==> config.mk <==
export PLATFORM = sky130hd
export DESIGN_NAME = siso_loop_ctrl
export DESIGN_NICKNAME = d
export VERILOG_FILES = /design/src/rtl/siso_ctrl_pkg.sv /design/src/rtl/siso_rx_deser.sv /design/src/rtl/siso_loop_ctrl.sv
export SDC_FILE = /design/constraint.sdc
export NUM_CORES = 1
export LEC_CHECK = 0
export CORE_ASPECT_RATIO = 0.8
export CORE_UTILIZATION = 52
export CTS_BUF_LIST = sky130_fd_sc_hd__clkbuf_8 sky130_fd_sc_hd__clkbuf_16
export DETAILED_ROUTE_END_ITERATION = 10
export PLACE_DENSITY_LB_ADDON = 0.08
export SLEW_MARGIN = 15
export SYNTH_ARGS = -nofsm -noshare
export SYNTH_HDL_FRONTEND = slang
export SYNTH_HIERARCHICAL = 1
export SYNTH_SLANG_ARGS = --single-unit
==> constraint.sdc <==
create_clock -name clk -period 1.9 [get_ports clk]
set_input_delay 0.38 -clock clk [delete_from_list [all_inputs] [get_ports clk]]
set_output_delay 0.38 -clock clk [all_outputs]
set_load 0.02 [all_outputs]
==> src/rtl/siso_ctrl_pkg.sv <==
// siso_ctrl_pkg: shared FSM encoding, idle line level and sizing helpers for the SISO loop controller.
// SISO_PARITY_EN adds one even-parity bit to every frame.
package siso_ctrl_pkg;
  typedef enum logic [1:0] {
    IDLE  = 2'd0,
    SEND  = 2'd1,
    DRAIN = 2'd2,
    DONE  = 2'd3
  } state_t;
  localparam logic IDLE_LVL = 1'b0;
`ifdef SISO_PARITY_EN
  localparam int PAR_BITS = 1;
`else
  localparam int PAR_BITS = 0;
`endif
  function automatic int clog2(input int v);
    int r;
    r = 0;
    for (int i = 0; i < 32; i++) if ((1 << r) < v) r++;
    return r;
  endfunction
endpackage

==> src/rtl/siso_rx_deser.sv <==
// siso_rx_deser: MSB-first capture of the returning serial frame plus data compare and parity check.
// SISO_PARITY_EN: the frame's last bit is even parity over the word.
module siso_rx_deser
  import siso_ctrl_pkg::*;
#(
  parameter int WIDTH = 8,
  parameter int N     = 8
) (
  input  logic             clk,
  input  logic             clear,
  input  logic             cap_en,
  input  logic             cap_last,
  input  logic             s_out,
  input  logic [WIDTH-1:0] ref_word,
  output logic [WIDTH-1:0] rx_word,
  output logic             mismatch,
  output logic             parity_err
);
  logic [N-1:0]     r_rx;
  logic [N-1:0]     w_rx_nx;
  logic [WIDTH-1:0] w_word_nx;
  logic             w_par_err;
  logic             r_mis;
  logic             r_par;
  assign w_rx_nx   = (r_rx << 1) | N'(s_out);
  assign w_word_nx = w_rx_nx[N-1 -: WIDTH];
`ifdef SISO_PARITY_EN
  assign w_par_err = (^w_word_nx) != w_rx_nx[0];
`else
  assign w_par_err = 1'b0;
`endif
  // flags are judged on the edge that captures the final bit, so use the post-shift view
  always_ff @(posedge clk) begin
    if (clear) begin
      r_rx  <= '0;
      r_mis <= 1'b0;
      r_par <= 1'b0;
    end else if (cap_en) begin
      r_rx <= w_rx_nx;
      if (cap_last) begin
        r_mis <= w_word_nx !== ref_word;
        r_par <= w_par_err;
      end
    end
  end
  assign rx_word    = r_rx[N-1 -: WIDTH];
  assign mismatch   = r_mis;
  assign parity_err = r_par;
endmodule

==> src/rtl/siso_loop_ctrl.sv <==
// siso_loop_ctrl: loopback sequencer that serialises a word into a DEPTH-stage SISO chain and re-captures it.
// SISO_PARITY_EN appends an even-parity bit after the word LSB and checks it on return.
module siso_loop_ctrl
  import siso_ctrl_pkg::*;
#(
  parameter int WIDTH = 8,
  parameter int DEPTH = 4
) (
  input  logic             clk,
  input  logic             clear,
  input  logic [WIDTH-1:0] in_data,
  input  logic             in_valid,
  output logic             in_ready,
  output logic             s_in,
  input  logic             s_out,
  output logic [WIDTH-1:0] out_data,
  output logic             out_valid,
  input  logic             out_ready,
  output logic             mismatch,
  output logic             parity_err
);
  localparam int N  = WIDTH + PAR_BITS;
  localparam int CW = clog2(N + DEPTH);
  state_t           r_state, w_state_nx;
  logic [CW-1:0]    r_cnt, w_cnt_nx;
  logic             r_s_in, w_s_in_nx;
  logic [N-1:0]     r_sh, w_sh_nx, w_frame;
  logic [WIDTH-1:0] r_tx, w_tx_nx;
  logic             w_busy, w_cap_en, w_cap_last;
`ifdef SISO_PARITY_EN
  assign w_frame = {in_data, ^in_data};
`else
  assign w_frame = in_data;
`endif
  assign in_ready   = r_state == IDLE;
  assign out_valid  = r_state == DONE;
  assign s_in       = r_s_in;
  assign w_busy     = r_state == SEND || r_state == DRAIN;
  assign w_cap_en   = w_busy && r_cnt >= CW'(DEPTH);
  assign w_cap_last = r_cnt == CW'(N + DEPTH - 1);
  always_comb begin
    w_state_nx = r_state;
    w_cnt_nx   = r_cnt;
    w_s_in_nx  = r_s_in;
    w_sh_nx    = r_sh;
    w_tx_nx    = r_tx;
    case (r_state)
      IDLE: if (in_valid) begin
        w_state_nx = SEND;
        w_cnt_nx   = '0;
        w_s_in_nx  = w_frame[N-1];
        w_sh_nx    = w_frame << 1;
        w_tx_nx    = in_data;
      end
      SEND: begin
        w_cnt_nx   = r_cnt + CW'(1);
        w_state_nx = r_cnt == CW'(N - 1) ? DRAIN : SEND;
        w_s_in_nx  = r_cnt == CW'(N - 1) ? IDLE_LVL : r_sh[N-1];
        w_sh_nx    = r_sh << 1;
      end
      DRAIN: begin
        w_cnt_nx   = r_cnt + CW'(1);
        w_state_nx = w_cap_last ? DONE : DRAIN;
      end
      DONE: w_state_nx = out_ready ? IDLE : DONE;
    endcase
  end
  always_ff @(posedge clk) begin
    if (clear) begin
      r_state <= IDLE;
      r_cnt   <= '0;
      r_s_in  <= IDLE_LVL;
      r_sh    <= '0;
      r_tx    <= '0;
    end else begin
      r_state <= w_state_nx;
      r_cnt   <= w_cnt_nx;
      r_s_in  <= w_s_in_nx;
      r_sh    <= w_sh_nx;
      r_tx    <= w_tx_nx;
    end
  end
  siso_rx_deser #(.WIDTH(WIDTH), .N(N)) u_rx (
    .clk       (clk),
    .clear     (clear),
    .cap_en    (w_cap_en),
    .cap_last  (w_cap_last),
    .s_out     (s_out),
    .ref_word  (r_tx),
    .rx_word   (out_data),
    .mismatch  (mismatch),
    .parity_err(parity_err)
  );
endmodule

==> flow_summary_export.csv, run 1 <==
group,metric,value,unit
run_status,status,"complete, no violations",
logic_synthesis,yosysSeqAreaShare,0.409,
sta,fin_tns_setup,0,ns
logic_synthesis,synth_area_leader_cell,"dfxtp_1",
finish,finish.utilization,0.688,
sta,finalCritPeriodShare,0.885,
place,dp_hpwl,2050,µm
place,gp_congestion,0.839,
clocking,clk_path_buf_depth,2,
logic_synthesis,yosys.area.top_type_share,0.409,
critical_path,cp_slowest_cell,"clkdlybuf4s50_1",
global_route,antenna_found_initial,0,
sta,setup_viol,0,
sta,fin_ws,0.219,ns
finish,final_cell_mix,"dfxtp_1, nor2_1, clkdlybuf4s50_1",
die,die_area,3140,µm²
logic_synthesis,synth_ff_type,"dfxtp_1",
place,place_ws,0.216,ns
clocking,cts_buffers,5,
sta,finalHoldViolations,0,
critical_path,end_kind,"output pin",
die,num_io_pins,26,
drt,drc,0,
sta,final_max_slew_viol_count,0,
clocking,clk_latency,0.28,ns
logic_synthesis,ys_types,37,
clocking,cts_resized,2,
die,fp-row-count,17,
drt,drt_iter0_markers,83,
drt,postRouteAntennaNets,0,
finish,stdcell_count,232,
clocking,htreeDepth,2,
sta,max_clock_freq,595,MHz
global_route,grt_start_max_net_pins,16,
sta,fin_crit,1.68,ns
clocking,cts_tree,"done",
logic_synthesis,synth_area_leaders,"dfxtp_1, mux2i_1, nor2_1, a211oi_2, nand2_1",
critical_path,critPathMaxFanout,4,
clocking,hold_buffers,0,
clocking,clk_pin_slew,0.07,ns
logic_synthesis,syn-num-nets,182,
global_route,grt_pass1_vias,1103,
finish,syn_to_final_growth,25.4,%
power,ir_drop,876,µV
die,die_h,50.3,µm
finish,layout-drive-gt1-share,0.124,
sta,fin_worst_skew,0.00589,ns
logic_synthesis,synthCells,164,
place,port_buffers,24,
critical_path,crit_arrival,1.30,ns
critical_path,cp.required,1.52,ns
logic_synthesis,async_flop_share,0,
power,leakagePower,0.714,nW
logic_synthesis,syn_avg_cell_area,9.25,µm²
logic_synthesis,synth_area,1520,µm²
logic_synthesis,yosysWarnings,6,
critical_path,cp_top_family,"buffers and inverters",
clocking,post_cts_buffers,0,
global_route,grt_pass1_wl,4840,µm
finish,fin_nets,211,
die,initial_core_util,0.549,
place,dp_cells,224,
drt,viasPerCell,5.20,
drt,routed_wirelength,2770,µm
critical_path,max_stage_delay,0.63,ns
logic_synthesis,ys_seq_elements,31,
clocking,root_buffer,"clkbuf_8",
global_route,grt_usage,0.201,
worst_hold_path,hp-class,"reg -> reg",
drt,via_count,1207,
job,drv_cap,0,
finish,diodes,0,
die,core_area,2770,µm²
clocking,clock-sinks,31,
sta,rsz0062_at_grt,"no",
die,die_w,62.4,µm
power,p_per_area,1300,nW/µm²
global_route,gr-total-overflow,0,
critical_path,cp_num_buf_inv,1,
drt,first_pass_iters,5,
critical_path,setup.worst_path.class,"reg -> out",
logic_synthesis,synth_edf_count,0,
finish,final_common_cell,"dfxtp_1",
drt,drt-wirelength-per-cell,11.9,µm
critical_path,cp-start-kind,"register",
critical_path,cp_cell_sequence,"clkdlybuf4s50_1",
-- cells in the mapped netlist (2+ instances only) --
cell and n:
mux2i_1 15, nand3b_1 3, inv_1 6, a21oi_1 12, xnor2_1 8, buf_6 2
ha_1 5, nand3_1 5, nor2_1 22, buf_1 2, dfxtp_1 31, clkbuf_1 2
nand2_1 20, nand2b_1 3, a211oi_2 6
-- power breakdown --
group	total [mW]	switching (mW)	internal, mW
sequential	0.884	0.0916	0.792
clock	0.649	0.258	0.390
combinational	0.948	0.521	0.426
-- final cells by class --
type                    instances  area (µm²)
fillers                       230         862
inverters                       6        22.5
clock inverters                 3        43.8
well taps                      38        47.5
repair buffers                 31         290
clock buffers                   5        68.8
flip-flops and latches         31         621
multi-input cells             118         810
-- cells by family after synthesis --
logic type | share of synthesized area
simple gates | 0.192
xor+xnor | 0.0462
buf+inv | 0.0577
fa+ha+maj | 0.0412
flops | 0.409
compound gates | 0.143
other cells | 0.00247
mux | 0.109
-- path summary, 6_finish.rpt --
path | slack, ns | end | cells past startpoint | from
worst min register to register | 0.47 | r_tx[0]$_SDFFE_PP0P_ | 2 | r_tx[0]$_SDFFE_PP0P_
worst max register to register | 0.23 | r_cnt[3]$_SDFFE_PP0P_ | 5 | r_state[0]$_SDFFE_PP0P_
worst max-delay path | 0.22 | out_data[6] | 1 | u_rx/rx_word[6]$_SDFFE_PP0P_
worst min-delay path | 0.47 | r_tx[0]$_SDFFE_PP0P_ | 2 | r_tx[0]$_SDFFE_PP0P_
-- worst reg2reg max path: stages (launching register included) --
cell and delay, ns:
dfxtp_1 0.39, inv_1 0.08, ha_1 0.37, inv_1 0.09, or4b_1 0.50, a31oi_1 0.16
-- metal layers --
metal  wire, µm  vias to the layer above  track usage
li1           -                      618            -
met1       1320                      554        0.247
met2       1300                       29        0.321
met3        110                        6       0.0750
met4         32                        0       0.0814
met5          0                        -            0
-- state kept, by name, summed over array words and instances, names as in the netlist --
signal,count
r_tx,8
u_rx/rx_word,8
r_sh,7
r_cnt,4
r_state,2
s_in,1
u_rx/mismatch,1
-- metrics by stage --
| stage | instance area [µm²] | power, mW | hold slack (ns) |
|---|---|---|---|
| 3_5_place_dp | 1790 | 1.86 | 0.468 |
| 2_1_floorplan | 1520 | 1.67 | 0.448 |
| 6_report | 1900 | 2.48 | 0.472 |
| 5_1_grt | 1900 | 2.65 | 0.497 |
| 4_1_cts | 1900 | 2.50 | 0.477 |
| 3_3_place_gp | 1790 | 1.83 | 0.465 |
(Power assumes the default switching activity.)
==> run 2, diff against run 1 <==
Settings changed: CORE_UTILIZATION 52 to 41.
==> run 2 against run 1 <==
  * Via count decreased by 1.8%
  * First-iteration DRC count decreased by 67%
  * Clock power decreased by 13%
  * Critical path type unchanged
  * Largest power group unchanged
  * Clock-buffer cell count increased by 2
  * Combinational power increased by 1%
  * Highest routed layer unchanged
==> flow_summary_export.csv, run 2 (synthesis gave the netlist of run 1 again) <==
group,metric,value,unit
die,num_io_pins,26,
sta,finalCritPeriodShare,0.903,
die,die_w,70.0,µm
clocking,hold_buffers,0,
global_route,antenna_found_initial,0,
sta,slew_headroom,0.664,
clocking,clock-sinks,31,
worst_hold_path,hold_path_end,"r_tx[1]$_SDFFE_PP0P_",
critical_path,r2r.worst_path.cells,5,
place,gp_congestion,0.762,
drt,viasPerCell,5.02,
critical_path,crit_arrival,1.34,ns
sta,fin_tns_setup,0,ns
critical_path,cp_cell_sequence,"clkdlybuf4s50_1",
place,dp_cells,228,
critical_path,cp_top_family,"buffers and inverters",
finish,diodes,0,
global_route,grt_usage,0.168,
finish,multiInputGateArea,810,µm²
critical_path,worstReg2RegEnd,"r_cnt[3]$_SDFFE_PP0P_",
clocking,clk_pin_slew,0.06,ns
die,fp-row-count,19,
worst_hold_path,hp-class,"reg -> reg",
die,die_area,3950,µm²
place,dp_hpwl,2230,µm
job,drv_cap,0,
sta,tightest_slew,0.502,ns
finish,layout-drive-gt1-share,0.119,
clocking,cts_tree,"done",
worst_hold_path,hold_depth,2,
run_status,status,"complete, no violations",
drt,via_count,1185,
finish,fin_nets,211,
critical_path,cp_slowest_cell,"clkdlybuf4s50_1",
clocking,htreeDepth,2,
critical_path,max_stage_delay,0.64,ns
power,leakagePower,0.725,nW
drt,first_pass_iters,4,
critical_path,critPathMaxFanout,4,
finish,final_common_cell,"dfxtp_1",
finish,stdcell_count,236,
place,port_buffers,24,
sta,final_max_slew_viol_count,0,
power,ir_drop,718,µV
finish,seq_area,621,µm²
die,core_area,3490,µm²
global_route,grt_pass1_wl,5030,µm
critical_path,cp.required,1.52,ns
finish,syn_to_final_growth,25.1,%
clocking,clk_latency,0.28,ns
die,initial_core_util,0.434,
drt,postRouteAntennaNets,0,
sta,fin_worst_skew,0.00349,ns
global_route,grt_pass1_vias,1087,
drt,routed_wirelength,2980,µm
drt,drt_iter0_markers,27,
clocking,clk_path_buf_depth,2,
global_route,grt_start_max_net_pins,16,
critical_path,end_kind,"output pin",
clocking,cts_buffers,5,
drt,drc,0,
drt,drt-wirelength-per-cell,12.6,µm
worst_hold_path,min-delay-start,"r_tx[1]$_SDFFE_PP0P_",
global_route,gr-total-overflow,0,
critical_path,r2r_slack,0.20,ns
sta,fin_crit,1.72,ns
sta,rsz0062_at_grt,"no",
critical_path,setup.worst_path.class,"reg -> out",
critical_path,r2r-start,"r_state[1]$_SDFFE_PP0P_",
critical_path,cp_num_buf_inv,1,
clocking,root_buffer,"clkbuf_8",
finish,nFillCells,330,
finish,final_cell_mix,"dfxtp_1, nor2_1, clkdlybuf4s50_1",
critical_path,cp-start-kind,"register",
die,die_h,56.4,µm
sta,max_clock_freq,583,MHz
sta,setup_viol,0,
sta,finalHoldViolations,0,
power,p_per_area,1270,nW/µm²
## run 2: changes by cell type in the layout (fill, tap and decap cells not counted), sizes merged
cell	change
bufinv	-1
dlymetal6s2s	+1
dlygate4sd2	-1
inv	+1
clkbuf	+2
clkinv	-2
## run 2: final cells by class
class / count / area share
multi-input combinational: 118 / 0.426
tap: 42 / 0.0277
clock inverter: 1 / 0.00198
inverter: 6 / 0.0119
timing repair buffer: 31 / 0.155
sequential: 31 / 0.327
clock buffer: 7 / 0.0507
## run 2: repair_timing
item / in CTS / in global routing
buffers inserted: 0 / 0
hold endpoints to repair: 0 / 0
endpoints found under the setup margin: 1 / 1
resized for setup: 1 / 1
## run 2: worst max-delay path by stage
stage | startpoint | to | cells after the start
final | u_rx/rx_word[5]$_SDFFE_PP0P_ | out_data[5] | 1
after floorplan | r_state[0]$_SDFFE_PP0P_ | r_sh[4]$_SDFFE_PP0P_ | 7
after global routing | r_state[0]$_SDFFE_PP0P_ | u_rx/rx_word[5]$_SDFFE_PP0P_ | 7
after global placement | in_valid | r_cnt[3]$_SDFFE_PP0P_ | 4
after detailed placement | in_valid | r_cnt[3]$_SDFFE_PP0P_ | 4
after CTS | r_state[1]$_SDFFE_PP0P_ | out_valid | 2
## run 2: stage by stage
stage	instance area (µm²)	setup slack [ns]	utilization	hold WS (ns)	power, mW
finish	1900	0.185	0.544	0.469	2.41
global placement	1800	0.227	0.515	0.466	1.84
global route	1900	0.0266	0.544	0.495	2.58
detailed placement	1800	0.206	0.515	0.464	1.87
CTS	1900	0.00138	0.543	0.472	2.43
floorplan	1520	0.264	-	0.448	1.67
## run 2: report_power, final
group | internal [mW] | switching (mW) | total (mW) | leakage (nW)
registers | 0.792 | 0.0923 | 0.885 | 0.253
logic | 0.429 | 0.532 | 0.961 | 0.416
clock network | 0.325 | 0.237 | 0.562 | 0.0557
## run 2: layer usage
metal / part of all wire / track usage / vias up
met5: 0 / 0 / -
met1: 0.48 / 0.202 / 550
met3: 0.040 / 0.0718 / 2
li1: - / - / 615
met2: 0.48 / 0.268 / 18
met4: 0.0054 / 0.0600 / 0
